## src/rtl/neck_pkg.sv

```systemverilog
// neck_pkg: shared definitions for the neck detector family.
//   - neck_state_e : FSM state encoding (idle / confirm / neck / hold-off)
//   - DEF_*        : default derivative thresholds and timing limits
//   - cnt_width()  : bits needed to hold a counter limit, i.e. $clog2(max+1), min 1
package neck_pkg;

    typedef enum logic [1:0] {
        ST_IDLE,
        ST_CONFIRM,
        ST_NECK,
        ST_HOLDOFF
    } neck_state_e;

    localparam int DEF_W         = 13;
    localparam int DEF_D1_MIN    = 12;
    localparam int DEF_D2_START  = 22;
    localparam int DEF_D2_END    = -19;
    localparam int DEF_D3_LO     = -25;
    localparam int DEF_D3_HI     = 29;
    localparam int DEF_CONFIRM_N = 2;
    localparam int DEF_OFF_MIN   = 4;
    localparam int DEF_OFF_MAX   = 200;
    localparam int DEF_HOLDOFF   = 8;
    localparam int DEF_CNT_W     = 16;

    function automatic int unsigned cnt_width(input int unsigned max_val);
        int unsigned w;
        w = 1;
        while ((max_val >> w) != 0) begin
            w++;
        end
        return w;
    endfunction

endpackage

```

## src/rtl/neck_qualifier.sv

```systemverilog
// neck_qualifier: purely combinational neck-start / neck-end qualification.
//   en_judge   in  sample valid this cycle
//   d1/d2/d3   in  signed first/second/third-order current derivatives
//   neck_start out valid sample inside the d1/d3 window with d2 above start threshold
//   neck_end   out valid sample inside the d1/d3 window with d2 below end threshold
module neck_qualifier
    import neck_pkg::*;
#(
    parameter int W        = DEF_W,
    parameter int D1_MIN   = DEF_D1_MIN,
    parameter int D2_START = DEF_D2_START,
    parameter int D2_END   = DEF_D2_END,
    parameter int D3_LO    = DEF_D3_LO,
    parameter int D3_HI    = DEF_D3_HI
) (
    input  logic                en_judge,
    input  logic signed [W-1:0] d1,
    input  logic signed [W-1:0] d2,
    input  logic signed [W-1:0] d3,
    output logic                neck_start,
    output logic                neck_end
);

    // Thresholds narrowed to the sample width so every compare is W-bit signed.
    localparam logic signed [W-1:0] D1_MIN_W   = W'(D1_MIN);
    localparam logic signed [W-1:0] D2_START_W = W'(D2_START);
    localparam logic signed [W-1:0] D2_END_W   = W'(D2_END);
    localparam logic signed [W-1:0] D3_LO_W    = W'(D3_LO);
    localparam logic signed [W-1:0] D3_HI_W    = W'(D3_HI);

    logic win;

    always_comb begin
        win        = (d1 > D1_MIN_W) && (d3 > D3_LO_W) && (d3 < D3_HI_W);
        neck_start = en_judge && win && (d2 > D2_START_W);
        neck_end   = en_judge && win && (d2 < D2_END_W);
    end

endmodule

```

## src/rtl/neck_detect_fsm.sv

```systemverilog
// neck_detect_fsm: debounced neck detector driving the welder power switch.
//   clk, rst_n     in  clock, synchronous active-low reset
//   en_judge       in  d1/d2/d3 valid this cycle
//   d1/d2/d3       in  signed current derivatives
//   power_switch   out 1 = supply on (registered)
//   neck_active    out high while in NECK (registered)
//   timeout_pulse  out one-cycle pulse on the first cycle after an OFF_MAX expiry
//   neck_count     out wrapping count of NECK entries
module neck_detect_fsm
    import neck_pkg::*;
#(
    parameter int W         = DEF_W,
    parameter int D1_MIN    = DEF_D1_MIN,
    parameter int D2_START  = DEF_D2_START,
    parameter int D2_END    = DEF_D2_END,
    parameter int D3_LO     = DEF_D3_LO,
    parameter int D3_HI     = DEF_D3_HI,
    parameter int CONFIRM_N = DEF_CONFIRM_N,
    parameter int OFF_MIN   = DEF_OFF_MIN,
    parameter int OFF_MAX   = DEF_OFF_MAX,
    parameter int HOLDOFF   = DEF_HOLDOFF,
    parameter int CNT_W     = DEF_CNT_W
) (
    input  logic                clk,
    input  logic                rst_n,
    input  logic                en_judge,
    input  logic signed [W-1:0] d1,
    input  logic signed [W-1:0] d2,
    input  logic signed [W-1:0] d3,
    output logic                power_switch,
    output logic                neck_active,
    output logic                timeout_pulse,
    output logic [CNT_W-1:0]    neck_count
);

    localparam int unsigned CONF_W = cnt_width(CONFIRM_N);
    localparam int unsigned OFF_W  = cnt_width(OFF_MAX);
    localparam int unsigned HOLD_W = cnt_width(HOLDOFF);

    // With no hold-off window a finished neck drops straight back to IDLE.
    localparam neck_state_e POST_NECK = (HOLDOFF == 0) ? ST_IDLE : ST_HOLDOFF;

    neck_state_e         state_q, state_d;
    logic [CONF_W-1:0]   conf_cnt_q, conf_cnt_d;
    logic [OFF_W-1:0]    off_cnt_q, off_cnt_d;
    logic [HOLD_W-1:0]   hold_cnt_q, hold_cnt_d;
    logic [CNT_W-1:0]    neck_count_q, neck_count_d;
    logic                power_switch_q, power_switch_d;
    logic                neck_active_q, neck_active_d;
    logic                timeout_pulse_q, timeout_pulse_d;
    logic                q_start, q_end;
    logic                expire;

    neck_qualifier #(
        .W        (W),
        .D1_MIN   (D1_MIN),
        .D2_START (D2_START),
        .D2_END   (D2_END),
        .D3_LO    (D3_LO),
        .D3_HI    (D3_HI)
    ) u_qual (
        .en_judge   (en_judge),
        .d1         (d1),
        .d2         (d2),
        .d3         (d3),
        .neck_start (q_start),
        .neck_end   (q_end)
    );

    // State and output registers.
    always_ff @(posedge clk) begin
        if (!rst_n) begin
            state_q         <= ST_IDLE;
            conf_cnt_q      <= '0;
            off_cnt_q       <= '0;
            hold_cnt_q      <= '0;
            neck_count_q    <= '0;
            power_switch_q  <= 1'b1;
            neck_active_q   <= 1'b0;
            timeout_pulse_q <= 1'b0;
        end else begin
            state_q         <= state_d;
            conf_cnt_q      <= conf_cnt_d;
            off_cnt_q       <= off_cnt_d;
            hold_cnt_q      <= hold_cnt_d;
            neck_count_q    <= neck_count_d;
            power_switch_q  <= power_switch_d;
            neck_active_q   <= neck_active_d;
            timeout_pulse_q <= timeout_pulse_d;
        end
    end

    // Next-state and counter logic. off_cnt/hold_cnt are held at zero outside
    // their own states, so entering NECK or HOLDOFF always starts from zero.
    always_comb begin
        state_d    = state_q;
        conf_cnt_d = conf_cnt_q;
        off_cnt_d  = '0;
        hold_cnt_d = '0;
        expire     = 1'b0;
        unique case (state_q)
            ST_IDLE: begin
                conf_cnt_d = '0;
                if (q_start) begin
                    if (CONFIRM_N <= 1) begin
                        state_d = ST_NECK;
                    end else begin
                        state_d    = ST_CONFIRM;
                        conf_cnt_d = CONF_W'(1);
                    end
                end
            end
            ST_CONFIRM: begin
                if (en_judge) begin
                    if (q_start) begin
                        if (conf_cnt_q >= CONF_W'(CONFIRM_N - 1)) begin
                            state_d    = ST_NECK;
                            conf_cnt_d = '0;
                        end else begin
                            conf_cnt_d = conf_cnt_q + 1'b1;
                        end
                    end else begin
                        state_d    = ST_IDLE;
                        conf_cnt_d = '0;
                    end
                end
            end
            ST_NECK: begin
                off_cnt_d = (off_cnt_q == OFF_W'(OFF_MAX)) ? off_cnt_q : off_cnt_q + 1'b1;
                // An accepted end takes priority over expiry in the same cycle.
                if (q_end && (off_cnt_q >= OFF_W'(OFF_MIN))) begin
                    state_d = POST_NECK;
                end else if (off_cnt_q >= OFF_W'(OFF_MAX - 1)) begin
                    state_d = POST_NECK;
                    expire  = 1'b1;
                end
                if (state_d != ST_NECK) begin
                    off_cnt_d = '0;
                end
            end
            ST_HOLDOFF: begin
                if (hold_cnt_q >= HOLD_W'(HOLDOFF - 1)) begin
                    state_d = ST_IDLE;
                end else begin
                    hold_cnt_d = hold_cnt_q + 1'b1;
                end
            end
            default: begin
                state_d    = ST_IDLE;
                conf_cnt_d = '0;
            end
        endcase
    end

    // Outputs are computed from the next state so they appear one clock after
    // the qualifying sample, straight out of flops.
    always_comb begin
        power_switch_d  = (state_d != ST_NECK);
        neck_active_d   = (state_d == ST_NECK);
        timeout_pulse_d = expire;
        neck_count_d    = neck_count_q;
        if ((state_d == ST_NECK) && (state_q != ST_NECK)) begin
            neck_count_d = neck_count_q + CNT_W'(1);
        end
    end

    assign power_switch  = power_switch_q;
    assign neck_active   = neck_active_q;
    assign timeout_pulse = timeout_pulse_q;
    assign neck_count    = neck_count_q;

endmodule

```

## config.mk

```make
export PLATFORM = sky130hd
export DESIGN_NAME = neck_detect_fsm
export DESIGN_NICKNAME = d
export VERILOG_FILES = /design/src/rtl/neck_pkg.sv /design/src/rtl/neck_qualifier.sv /design/src/rtl/neck_detect_fsm.sv
export SDC_FILE = /design/constraint.sdc
export NUM_CORES = 1
export LEC_CHECK = 0
export CAP_MARGIN = 20
export CORE_MARGIN = 2
export CORE_UTILIZATION = 49
export CTS_BUF_LIST = sky130_fd_sc_hd__clkbuf_4 sky130_fd_sc_hd__clkbuf_8 sky130_fd_sc_hd__clkbuf_16
export CTS_CLUSTER_SIZE = 14
export DETAILED_ROUTE_END_ITERATION = 10
export PLACE_DENSITY = 0.86
export REMOVE_ABC_BUFFERS = 1
export SLEW_MARGIN = 20
export SYNTH_ARGS = -nofsm -noshare
export SYNTH_HDL_FRONTEND = slang
export SYNTH_HIERARCHICAL = 1
export SYNTH_SLANG_ARGS = --single-unit
```

## constraint.sdc

```tcl
create_clock -name clk -period 4.2 [get_ports clk]
set_input_delay 0.63 -clock clk [delete_from_list [all_inputs] [get_ports clk]]
set_output_delay 0.63 -clock clk [all_outputs]
set_load 0.01 [all_outputs]
```

==> out/results.txt <==
For the worst vdd rail ir drop, the log shows 194 uV. After detailed routing, the number of remaining DRC violations is 0. Accumulated negative setup slack: 0 ns. Across the routed clock network, the largest skew measured is 0.00833 ns. The run gives 0 as the number of endpoints failing setup at the final stage. The most common cell in the synthesized netlist is dfxtp_1. The via-per-instance ratio was 5.27; the maximum number of pins on one net before global-route repair was 18. The final layout contains routed wiring with a total length of 4.09 mm. The tools report the DRC marker count from the first detailed-route iteration as 92. Setup repair after global routing left no endpoint under its margin. Derived from the worst setup path, the maximum achievable clock frequency is 315 MHz.

In this run the biggest area consumer among cell types represents 37.7% of the synthesized area. The setup path with the least slack is of type primary input to flip-flop. The final estimated routing congestion in global placement is 0.782.

The HPWL after detailed placement is 3.28 mm. The design draws 0.654 mW. From synthesis to final layout, the design area changed by 38.4%. The worst path needs 3.17 ns of the cycle, external delays included. The fraction of final layout cells with drive strength greater than 1 was 7.41%. Summing all multi-input logic gate instances after layout gives 1060 sq um. By area the synthesized netlist is led by dfxtp_1 (38%), xnor2_1 (5.7%), nor2_1 (5.5%). For this design the ratio of total power to cell area is 254 nW/um^2. The overall die height works out to 65.6 um. The die width came out at 65.6 um.

The Yosys step of the flow raised 6 warnings. Input and output buffers added on the ports amount to 60. The logs give 0 for the number of buffers inserted by post-CTS setup repair and 0 for the antenna cell count.

The TritonCTS buffer count was 5. Dividing the final minimum period by the clock period gives 75.6%. The number of global-route vias before repair came out at 1571. The initial antenna violation count came out at 0. The worst hold-check path type is flip-flop to flip-flop. Number of hold buffers added after CTS: 0. The number of pins with negative max-slew slack in the final report came out at 0. The global-route wire length before repair is 7.17 mm.

For the register area, the log shows 701 sq um. Of all nets on the critical path, the largest fanout is 11. The synthesized netlist cell count came out at 209.

The worst pin sits at a relative slew slack of 57.6%. In the final routed layout, each cell accounts on average for 12.8 um. The clock net in this run drives a total of 35 sinks. The later pin in the worst-skew pair is clocked with a latency of 0.29 ns. The clock tree synthesis step divided the H-tree into 2 levels.

The run finished with clean final reports. For the overall via count from detail_route, the log shows 1676. In this run, synthesis inferred 0 flip-flops with an integrated enable. Gates resized during post-CTS repair numbered 0. The largest individual stage delay along the critical path comes from the cell a2111oi_2.

TritonCTS built the clock tree. The worst setup path is launched from a primary input. The logs give 310 for the fill cell instance count of the final layout and 44 for the number of library cell types mapped by synthesis. The global-route congestion overflow total is 0. The flip-flop and latch count after synthesis is 35. Among all flip-flop cells after synthesis, the most frequent one is dfxtp_1. The number of placement rows is 22, and the worst-margin pin slew is 0.635 ns.

Max-cap violations in this run came to 0. The post-synthesis average cell area is 8.90 sq um. Traced cell by cell, the critical path runs through clkdlybuf4s50_1 -> inv_1 -> a311o_1 -> a2111oi_2 -> nand4b_4 -> nor3_2 -> and4_1 -> mux2i_1.

Counting instances in the post-synthesis netlist gives the leading cell types as dfxtp_1 (35), nor2_1 (27), nand3_1 (14), inv_1 (13), nand2_1 (13). The sequential share of the synthesized area was 37.7%; the remaining antenna violation count was 0. The static power due to leakage came out at 0.990 nW. The run gives 3.40 ns as the signal arrival time at the worst endpoint. For this configuration, the core starts out at a cell density of 50.8%.

dfxtp_1 takes more of the synthesized area than any other cell. The die covers 4300 sq um. The tools report the post-synthesis cell area as 1860 sq um.

The core region is 3660 sq um. The register clock-pin slew on the reported worst setup and hold paths was 0.07 ns; the number of top-level pins was 61. The logs give 4.42 ns for the worst endpoint required time and 70.3% for the final design utilization. No sink is reached through more buffers than the 2 on the longest clock path. The CTS root buffer is clkbuf_8.

For this run, the total global-route usage over all layers was measured as 21.9%. The first detailed-routing pass ran for 4 iterations. For this run, asynchronously set or reset flops after synthesis account for 0%. The final hold violation count is 0, and the final layout net count is 316. On the worst path, the slowest cell contributes a delay of 0.64 ns. Nature of the critical path endpoint: a flip-flop.
registers in the layout, summed over array words and instances, names as in the netlist:
name,flops
conf_cnt_q,2
hold_cnt_q,4
neck_active,1
neck_count,16
off_cnt_q,8
power_switch,1
state_q,2
timeout_pulse,1
layer usage:
layer  track usage, %  up-vias  wire length, um
met5                0        -                0
met1             27.1      780             1800
li1                 -      861                -
met4             7.55        0               42
met3             5.82        6              114
met2             36.9       29             2130
metrics by stage:
| stage | setup WS [ns] | instance area [sq um] | hold WS (ns) | std cells |
|---|---|---|---|---|
| detailed placement | 0.762 | 2470 | 0.436 | 310 |
| finish | 1.03 | 2570 | 0.448 | 318 |
| global placement | 0.848 | 2470 | 0.434 | 310 |
| global route | 0.805 | 2570 | 0.462 | 318 |
| CTS | 1.05 | 2570 | 0.451 | 318 |
| floorplan | 1.47 | 1810 | 0.418 | 202 |
logic make-up (layout without fill, tap and decap cells):
group,Yosys count,count (layout),share of synthesized area [%]
compound gates,28,28,11.1
fa+ha+maj,5,5,3.36
simple gates,98,98,31.2
flops,35,35,37.7
xor+xnor,16,16,7.54
mux,7,7,3.77
buf+inv,20,81,5.38
cell usage in the layout (no fill, tap or decap), types with 3 or more instances in the layout:
master / netlist / final
xnor2_1: 12 / 12
and2_1: 3 / 3
o211ai_1: 3 / 3
mux2i_1: 7 / 7
nor3_1: 5 / 5
nand2_1: 13 / 13
nor2_1: 27 / 27
nand4_1: 7 / 7
and4_1: 3 / 3
a21oi_1: 7 / 7
nand3_1: 14 / 14
o21ai_0: 3 / 3
nand2b_1: 6 / 6
xor2_1: 4 / 4
ha_1: 5 / 5
and3_1: 3 / 3
clkbuf_8: 0 / 7
nor4_1: 5 / 5
inv_1: 13 / 13
dfxtp_1: 35 / 35
clkdlybuf4s50_1: 0 / 60
worst paths after layout:
path                            slack (ns)           from  cells past startpoint              to
worst max-delay path                  1.03       en_judge                      8  neck_count[13]
worst min-delay path                  0.45  hold_cnt_q[0]                      1   hold_cnt_q[0]
worst max register to register        2.52  conf_cnt_q[1]                      6  neck_count[13]
worst min register to register        0.45  hold_cnt_q[0]                      1   hold_cnt_q[0]
critical path: cells and delay by family:
kind	cells	cell delay, ns
AOI/OAI and AO/OA	2	1.01
and+or+nand+nor	3	0.93
buffers and inverters	2	0.66
muxes	1	0.17
power breakdown:
| group | internal (mW) | total, mW | switching (mW) |
|---|---|---|---|
| clock network | 0.156 | 0.268 | 0.112 |
| logic | 0.0371 | 0.0537 | 0.0166 |
| registers | 0.332 | 0.332 | 0.0000322 |
| total | 0.525 | 0.654 | 0.129 |
area by class of cell:
class / count / area share [%]
tap: 48 / 2.33
timing repair buffer: 60 / 23.3
clock buffer: 8 / 4.04
multi-input combinational: 154 / 41.1
sequential: 35 / 27.2
inverter: 13 / 1.90
Note: power is estimated with default switching activity, not from simulation.
